### src/rtl/alu_pkg.sv
// Shared ALU definitions: operation codes (same constants as the ALU decoder)
// and the execution-unit FSM state encoding.
package alu_pkg;

  localparam logic [2:0] ALU_AND = 3'b000;
  localparam logic [2:0] ALU_OR  = 3'b001;
  localparam logic [2:0] ALU_ADD = 3'b010;
  localparam logic [2:0] ALU_NU1 = 3'b011;
  localparam logic [2:0] ALU_SUB = 3'b100;
  localparam logic [2:0] ALU_MUL = 3'b101;
  localparam logic [2:0] ALU_SLT = 3'b110;
  localparam logic [2:0] ALU_NU2 = 3'b111;

  typedef enum logic {
    ST_IDLE = 1'b0,
    ST_MUL  = 1'b1
  } state_t;

endpackage

### src/rtl/multicycle_alu_shift_add_mul.sv
// Iterative shift-add multiplier producing the low WIDTH bits of a*b.
// The load edge already performs the first iteration, so WIDTH edges in total.
module shift_add_mul #(
  parameter int WIDTH = 32
) (
  input  logic             clk,
  input  logic             rst_n,
  input  logic             load,
  input  logic [WIDTH-1:0] a,
  input  logic [WIDTH-1:0] b,
  output logic             busy,
  output logic             last,
  output logic [WIDTH-1:0] product
);

  localparam int CNT_W = $clog2(WIDTH) + 1;
  localparam logic [CNT_W-1:0] CNT_INIT = CNT_W'(WIDTH - 1);

  logic [WIDTH-1:0] mcand;
  logic [WIDTH-1:0] mplier;
  logic [WIDTH-1:0] acc;
  logic [WIDTH-1:0] acc_next;
  logic [CNT_W-1:0] count;

  assign busy     = (count != '0);
  assign last     = (count == CNT_W'(1));
  assign acc_next = mplier[0] ? (acc + mcand) : acc;
  assign product  = acc_next;

  always_ff @(posedge clk or negedge rst_n) begin
    if (!rst_n) begin
      mcand  <= '0;
      mplier <= '0;
      acc    <= '0;
      count  <= '0;
    end else if (load) begin
      // Bit 0 of b is consumed here; WIDTH-1 iterations remain.
      mcand  <= a << 1;
      mplier <= b >> 1;
      acc    <= b[0] ? a : '0;
      count  <= CNT_INIT;
    end else if (busy) begin
      mcand  <= mcand << 1;
      mplier <= mplier >> 1;
      acc    <= acc_next;
      count  <= count - CNT_W'(1);
    end
  end

endmodule

### src/rtl/multicycle_alu.sv
// Execution unit: single-cycle AND/OR/ADD/SUB/SLT and a WIDTH-cycle iterative
// MUL, with a start/ready/done handshake so control can stall on MUL.
module multicycle_alu
  import alu_pkg::*;
#(
  parameter int WIDTH = 32
) (
  input  logic             clk,
  input  logic             rst_n,
  input  logic             start,
  input  logic [2:0]       ALUControl,
  input  logic [WIDTH-1:0] SrcA,
  input  logic [WIDTH-1:0] SrcB,
  output logic             ready,
  output logic             done,
  output logic [WIDTH-1:0] ALUResult,
  output logic             Zero,
  output logic             illegal
);

  state_t state;
  state_t state_next;

  logic                    accept;
  logic                    mul_load;
  logic                    mul_busy;
  logic                    mul_last;
  logic [WIDTH-1:0]        mul_product;
  logic signed [WIDTH-1:0] src_a_s;
  logic signed [WIDTH-1:0] src_b_s;
  logic [WIDTH-1:0]        alu_res;
  logic                    alu_ill;
  logic [WIDTH-1:0]        result_next;
  logic                    zero_next;
  logic                    done_next;
  logic                    illegal_next;

  assign ready    = (state == ST_IDLE);
  assign accept   = start && ready;
  assign mul_load = accept && (ALUControl == ALU_MUL);
  assign src_a_s  = SrcA;
  assign src_b_s  = SrcB;

  shift_add_mul #(
    .WIDTH (WIDTH)
  ) u_mul (
    .clk     (clk),
    .rst_n   (rst_n),
    .load    (mul_load),
    .a       (SrcA),
    .b       (SrcB),
    .busy    (mul_busy),
    .last    (mul_last),
    .product (mul_product)
  );

  always_comb begin
    alu_res = '0;
    alu_ill = 1'b0;
    case (ALUControl)
      ALU_AND: alu_res = SrcA & SrcB;
      ALU_OR:  alu_res = SrcA | SrcB;
      ALU_ADD: alu_res = SrcA + SrcB;
      ALU_SUB: alu_res = SrcA - SrcB;
      ALU_SLT: alu_res = {{(WIDTH-1){1'b0}}, (src_a_s < src_b_s)};
      ALU_MUL: alu_res = '0;
      default: alu_ill = 1'b1;
    endcase
  end

  always_comb begin
    state_next   = state;
    result_next  = ALUResult;
    zero_next    = Zero;
    done_next    = 1'b0;
    illegal_next = 1'b0;
    case (state)
      ST_IDLE: begin
        if (accept) begin
          if (ALUControl == ALU_MUL) begin
            state_next = ST_MUL;
          end else begin
            result_next  = alu_res;
            zero_next    = (alu_res == '0);
            done_next    = 1'b1;
            illegal_next = alu_ill;
          end
        end
      end
      ST_MUL: begin
        if (mul_last) begin
          result_next = mul_product;
          zero_next   = (mul_product == '0);
          done_next   = 1'b1;
          state_next  = ST_IDLE;
        end else if (!mul_busy) begin
          // Engine idle without a completion: never expected, recover to IDLE.
          state_next = ST_IDLE;
        end
      end
      default: state_next = ST_IDLE;
    endcase
  end

  always_ff @(posedge clk or negedge rst_n) begin
    if (!rst_n) begin
      state <= ST_IDLE;
    end else begin
      state <= state_next;
    end
  end

  always_ff @(posedge clk or negedge rst_n) begin
    if (!rst_n) begin
      done      <= 1'b0;
      illegal   <= 1'b0;
      ALUResult <= '0;
      Zero      <= 1'b1;
    end else begin
      done      <= done_next;
      illegal   <= illegal_next;
      ALUResult <= result_next;
      Zero      <= zero_next;
    end
  end

endmodule

### config.mk
export PLATFORM = sky130hd
export DESIGN_NAME = multicycle_alu
export DESIGN_NICKNAME = d
export VERILOG_FILES = /design/src/rtl/alu_pkg.sv /design/src/rtl/multicycle_alu_shift_add_mul.sv /design/src/rtl/multicycle_alu.sv
export SDC_FILE = /design/constraint.sdc
export NUM_CORES = 1
export LEC_CHECK = 0
export ABC_CLOCK_PERIOD_IN_PS = 4800
export BUFFER_PORTS_ARGS = -buffer_cell sky130_fd_sc_hd__buf_2
export CAP_MARGIN = 25
export CELL_PAD_IN_SITES_DETAIL_PLACEMENT = 1
export CELL_PAD_IN_SITES_GLOBAL_PLACEMENT = 1
export CORE_MARGIN = 2
export CORE_UTILIZATION = 30
export CTS_CLUSTER_SIZE = 30
export DETAILED_ROUTE_END_ITERATION = 16
export GPL_TIMING_DRIVEN = 1
export PLACE_DENSITY = 0.58
export SLEW_MARGIN = 5
export SYNTH_ARGS = -nofsm -noshare
export SYNTH_HDL_FRONTEND = slang
export SYNTH_HIERARCHICAL = 1
export SYNTH_SLANG_ARGS = --single-unit
### constraint.sdc
create_clock -name clk -period 4.8 [get_ports clk]
set_clock_uncertainty 0.2 [all_clocks]
set_input_delay 0.48 -clock clk [delete_from_list [all_inputs] [get_ports clk]]
set_output_delay 0.48 -clock clk [all_outputs]
set_load 0.005 [all_outputs]
=== After elaboration in Yosys (flattened, before gate mapping) ===
Cells that the tools add are included.
Widths: inputs -> output; s select.

* Add/sub/neg operators: 4
* Magnitude comparators: 1
* Equal/unequal tests: 9
* Mux-type cells: 32
* Bitwise operators: 3
* Reduce and logical (&&, ||, !) cells: 9

{| class="wikitable"
|+ Operators by type and width
! kind !! number
|-
| $mux 32 || 11
|-
| $pmux 32 s5 || 1
|-
| $add 32x32->32 || 2
|-
| $logic_not 32->1 || 2
|-
| $pmux 32 s2 || 1
|-
| $and 32x32->32 || 1
|-
| $lt 32x32->1 || 1
|-
| $or 32x32->32 || 1
|-
| $sub 32x32->32 || 1
|-
| $mux 1 || 14
|-
| $mux 6 || 2
|-
| $eq 3x3->1 const B || 3
|-
| $eq 6x1->1 const B || 1
|-
| $pmux 1 s2 || 3
|-
| $reduce_bool 6->1 || 1
|-
| $sub 6x1->6 const B || 1
|-
| $reduce_or 5->1 || 1
|-
| $ne 2x1->1 const B || 2
|-
| $eq 3x1->1 const B || 1
|-
| $eq 3x2->1 const B || 1
|-
| $logic_not 3->1 || 1
|-
| $reduce_and 3->1 || 1
|-
| $logic_and 1x1->1 || 2
|-
| $ne 2x2->1 const B || 1
|-
| other kinds (2) || 2
|}

* Flip-flop bits (word level): 138
* Output and inout port bits: 36
* Logic and storage cells: 67

=== Logic depth before layout (Yosys ltp) ===
* Depth after elaboration: 6
* Mapped depth: 17
* Mapped depth without buffers: 17

=== Cells and area by module ===
Netlist, hierarchy kept.

{| class="wikitable"
|+ Modules (own cells, without submodules)
! module !! times used !! cells an instance !! area an instance (µm²) !! seq. area each (µm²)
|-
| multicycle_alu || 1 || 1048 || 7544.7 || 902.1
|-
| shift_add_mul || 1 || 744 || 6681.4 || 2502.4
|}

=== Worst setup path after synthesis ===
No wires, ideal clock.

* Kind: register -> register
* Start: reg u_mul.mcand[1]
* End: reg Zero
* Setup time: 0.086 ns
* Arrival time: 3.335 ns
* Setup slack: 1.179 ns
* Cell stages (with the launch flop): 18
* Path buffers: 0
* Clock period less this slack: 3.621 ns
* Path through: dfrtp_1 > ha_1 > inv_1 > fa_1 > nor2b_1 > o31ai_1 > a21oi_1 > o211ai_2 > a21oi_2 > o31ai_1 > o21bai_1 > mux2i_1 > or2_2 > nor4_1 > nand4_1 > o41ai_1 > o21ai_0 > o31ai_2

* Cells in the longest elaborated chain, start to end: 5

{| class="wikitable"
|+ Ends and longest elaborated chain
! what !! line !! text
|-
| from (decl) || multicycle_alu_shift_add_mul.sv:19 || <nowiki>logic [WIDTH-1:0] mcand;</nowiki>
|-
| from (signal assigned) || multicycle_alu_shift_add_mul.sv:38 || <nowiki>mcand <= a << 1;</nowiki>
|-
| from (signal assigned) || multicycle_alu_shift_add_mul.sv:43 || <nowiki>mcand <= mcand << 1;</nowiki>
|-
| $add 32x32->32 || multicycle_alu_shift_add_mul.sv:27 || <nowiki>assign acc_next = mplier[0] ? (acc + mcand) : acc;</nowiki>
|-
| $mux 32 || multicycle_alu_shift_add_mul.sv:27 ||
|-
| net mul_product[25] || multicycle_alu.sv:28 || <nowiki>logic [WIDTH-1:0] mul_product;</nowiki>
|-
| $logic_not 32->1 || multicycle_alu.sv:93 || <nowiki>zero_next = (mul_product == '0);</nowiki>
|-
| $mux 1 || multicycle_alu.sv:91 || <nowiki>if (mul_last) begin</nowiki>
|-
| $pmux 1 s2 || multicycle_alu.sv:77 || <nowiki>case (state)</nowiki>
|-
| to (signal assigned) || multicycle_alu.sv:123 || <nowiki>Zero <= zero_next;</nowiki>
|-
| to (decl) || multicycle_alu.sv:17 || <nowiki>output logic Zero,</nowiki>
|}

The timed path passes the listed nets, and every way through them passes these cells. The select of a mux whose other input is x is not followed.
A chain may end at the register's enable or synchronous reset.

=== Final worst setup path ===
* Start: reg u_mul.acc[3]
* End: reg Zero

* Cells in the longest elaborated chain, start to end: 5

{| class="wikitable"
|+ Ends and longest elaborated chain
! what !! line !! text
|-
| from (decl) || multicycle_alu_shift_add_mul.sv:21 || <nowiki>logic [WIDTH-1:0] acc;</nowiki>
|-
| from (signal assigned) || multicycle_alu_shift_add_mul.sv:40 || <nowiki>acc <= b[0] ? a : '0;</nowiki>
|-
| from (signal assigned) || multicycle_alu_shift_add_mul.sv:45 || <nowiki>acc <= acc_next;</nowiki>
|-
| $add 32x32->32 || multicycle_alu_shift_add_mul.sv:27 ||
|-
| $mux 32 || multicycle_alu_shift_add_mul.sv:27 ||
|-
| net mul_product[20] || multicycle_alu.sv:28 ||
|-
| $logic_not 32->1 || multicycle_alu.sv:93 ||
|-
| $mux 1 || multicycle_alu.sv:91 ||
|-
| $pmux 1 s2 || multicycle_alu.sv:77 ||
|}

The timed path passes the listed nets, and every way through them passes these cells. The select of a mux whose other input is x is not followed.

==> metrics.md <==
| Metric | Value |
|---|---|
| Outcome | complete, but fails checks |
| Violated checks | design-rule violations |
| Hold Vio Cnt, Final | 0 |
| Net Sw Frac | 46.0% |
| Post-Syn Nets | 1996 |
| Vias | 14000 |
| CTS tree | yes |
| Die area | 0.0492 mm2 |
| # rows | 79 |
| Tmin final | 4.40 ns |
| Critical Path AT | 4.59 ns |
| F_max | 228 MHz |
| Synth unique cells | 108 |
| Overall die width | 222 um |
| Pint | 4.43 mW |
| Setup violations, final | 0 |
| #FFs+latches synth | 136 |
| First-pass GRT wire length | 88.1 mm |
| CP bufs+invs | 1 |
| TritonCTS buffer count | 17 |
| Vias per Instance | 5.68 |
| GRT Overall Usage | 23.2% |
| ANT cells | 0 |
| Global placement routability congestion | 0.923 |
| Hold slack | 0.0403 ns |
| Remaining DRCs | 8 |
| Setup crit start kind | register |
| CP Max Fanout | 4 |
| Post-DP HPWL | 44.5 mm |
| H-tree levels | 4 |
| First-pass iteration count of the detailed router | 11 |
| Initial antenna violation count | 2 |
| Critical Path Max Stage Delay | 0.56 ns |
| Max Slew Vio Count | 0 |
| Clock Latency Late Sink | 0.48 ns |
| Postcts setup bufs | 0 |
| Reg power frac | 25.2% |
| Routed WL | 57.1 mm |
| Max Cap Violations | 0 |
| Switching power | 3.77 mW |
| Crit-path cells | ha_1 > o21ai_0 > o21ai_0 > o211a_1 > a21oi_1 > a2111oi_0 > buf_4 > nor3b_1 > xnor2_1 > mux2_2 > nor4_1 > nand4_1 > o41ai_1 > o21ai_0 > o31ai_2 |
| Placeable core region | 0.0467 mm2 |
| Kind of critical path | reg2reg |
| Data required, critical path | 5.00 ns |
| Clock root buffer | clkbuf_16 |
| Antenna-violating nets left | 0 |
| Measured slew at the worst slew-check pin | 0.921 ns |
| Commonest non-fill, non-tap cell in the layout | nand2_1 |
| Clk pwr share | 19.6% |
| EDFF count, synth | 0 |
| Vias in the first global route | 14500 |
| Sequential area share after synthesis | 23.9% |
| Clock Sinks | 136 |
| Post-Synthesis Cells | 1792 |
| Worst VDD drop | 0.206 mV |
| Layout area overhead | 12.2% |
| CP top delay family | compound AO/OA/AOI/OAI gates |
| Overall power | 8.21 mW |
| Die Y | 222 um |
| # port buffers | 105 |
| Worst Reg-to-Reg Cells | 15 |
| Gate power share | 55.3% |
| Leakage | 7.34 nW |
| WHS Path Cells | 3 |
| CP Capture Type | register |
| PnR worst setup slack | 0.404 ns |
| Cell Area, Synth | 0.0142 mm2 |
| Most common cell on crit path | o21ai_0 |
| Initial Utilization | 30.5% |
| Final TNS setup | 0 ns |
| Pre-CTS setup slack | 0.112 ns |
| Ys Warns | 6 |
| Ys flop type | dfrtp_1 |
| CP Depth | 15 |
| RSZ-0062 raised after global routing | false |
| Asr flop ratio synth | 100% |
| Critical-path top delay cell | a2111oi_0 |
| Routed len/inst | 23.1 um |
| Initial DRC count | 1027 |
| Fraction of layout cells with a size suffix above 1 | 13.8% |
| Largest net degree at the start of global routing | 144 |
| Pwr Density | 514 mW/mm2 |
| Fin crit share | 91.6% |
| Worst-path clk slew | 0.07 ns |
| HP Class | in2reg |
| Avg Cell Area, Syn | 7.94 um2 |
| Slew headroom | 38.6% |
| IO Count | 106 |
| Most frequent cells in the layout | 192 x nand2_1, 169 x o21ai_0, 145 x nor2_1 |
| Final net count | 2051 |
| Clk buf depth | 2 |
| Global route overflow | 0 |
-- power groups by stage --
stage	logic (mW)	registers, mW	clock network, mW
2_1_floorplan	3.16	1.94	0
3_3_place_gp	4.40	2.07	0
3_5_place_dp	4.48	2.08	0
4_1_cts	4.52	2.07	1.65
5_1_grt	4.97	2.13	1.70
6_report	4.53	2.07	1.61
-- layer usage --
metal  routed length, um  global-route usage [%]  part of all wire [%]
met5                   0                       0                     0
met4                1480                    7.45                   2.6
met3                2580                    3.99                   4.5
met2               26000                    37.4                    46
met1               27000                    31.6                    47
-- flip-flops by register name, indices dropped and copies added, names as in the netlist --
signal,cells
Zero,1
u_mul/mcand,31
state,1
u_mul/acc,32
ALUResult,32
u_mul/mplier,31
done,1
u_mul/count,6
illegal,1
-- worst register-to-register path: cells and delay by family, from the launching register on --
family,cells,cell delay [ns]
xor+xnor,1,0.18
compound gates,8,1.97
simple gates,3,0.67
fa+ha+maj,1,0.35
buf+inv,1,0.22
mux,1,0.32
flops,1,0.40
-- synthesized netlist by cell type (8+ instances only) --
cell type,number,share of area [%]
mux2_2,19,1.5
xor2_1,10,0.62
nand3_1,36,1.3
o211ai_1,10,0.53
o2111ai_1,8,0.49
xnor2_1,20,1.2
nor3_1,24,0.84
nand4_1,15,0.66
a21oi_1,133,4.7
a221oi_1,11,0.68
o21a_1,17,0.90
inv_1,108,2.8
inv_2,9,0.24
dfrtp_1,135,24
clkbuf_1,65,1.7
a211oi_1,22,1.2
nand2_1,192,5.1
a31oi_1,17,0.75
mux2i_1,113,8.0
a211o_1,9,0.55
ha_1,131,12
o21ai_0,169,5.9
nor4_1,29,1.3
a21o_1,47,2.5
o21bai_1,8,0.42
nor2b_1,16,0.70
buf_2,18,0.63
clkbuf_8,8,0.77
o22ai_1,8,0.35
o31ai_1,15,0.79
nand2b_1,19,0.84
and3_1,10,0.44
nor2_1,147,3.9
-- repair_timing --
| action | CTS | global route |
|---|---|---|
| resized for setup | 0 | 0 |
| hold buffers | 1 | 0 |
| hold endpoints to repair | 72 | 0 |
-- cells by family after synthesis --
logic type / Yosys count / synth area share (%)
mux: 133 / 9.56
simple gates: 544 / 18.2
fa+ha+maj: 134 / 11.9
flops: 136 / 23.9
compound gates: 588 / 27.4
buf+inv: 227 / 7.16
xor+xnor: 30 / 1.85
-- worst paths after layout --
check	start	to	slack (ns)
worst max-delay path	u_mul/acc[3]	Zero	0.40
worst min-delay path	SrcB[20]	u_mul/mplier[19]	0.04
worst max register to register	u_mul/acc[3]	Zero	0.40
worst min register to register	ALUResult[15]	ALUResult[15]	0.29
max in group asynchronous	rst_n	u_mul/mcand[21]	2.97
min in group asynchronous	rst_n	u_mul/mplier[22]	0.37
-- layout make-up --
class	count	area, um2
Timing Repair Buffer	145	847
Sequential cell	136	3400
Multi-Input combinational cell	1429	9830
Fill cell	5671	30700
Inverter	118	443
Tap cell	607	759
Clock inverter	13	240
Clock buffer	19	443
-- stage by stage --
| step | util [%] | instances | instance area, um2 |
|---|---|---|---|
| after floorplan | - | 1792 | 14200 |
| after global placement | 32.7 | 2434 | 15300 |
| after detailed placement | 32.7 | 2434 | 15300 |
| after CTS | 34.2 | 2467 | 16000 |
| after global routing | 34.2 | 2467 | 16000 |
| final | 34.2 | 2467 | 16000 |
Note: power is estimated with default switching activity, not from simulation.
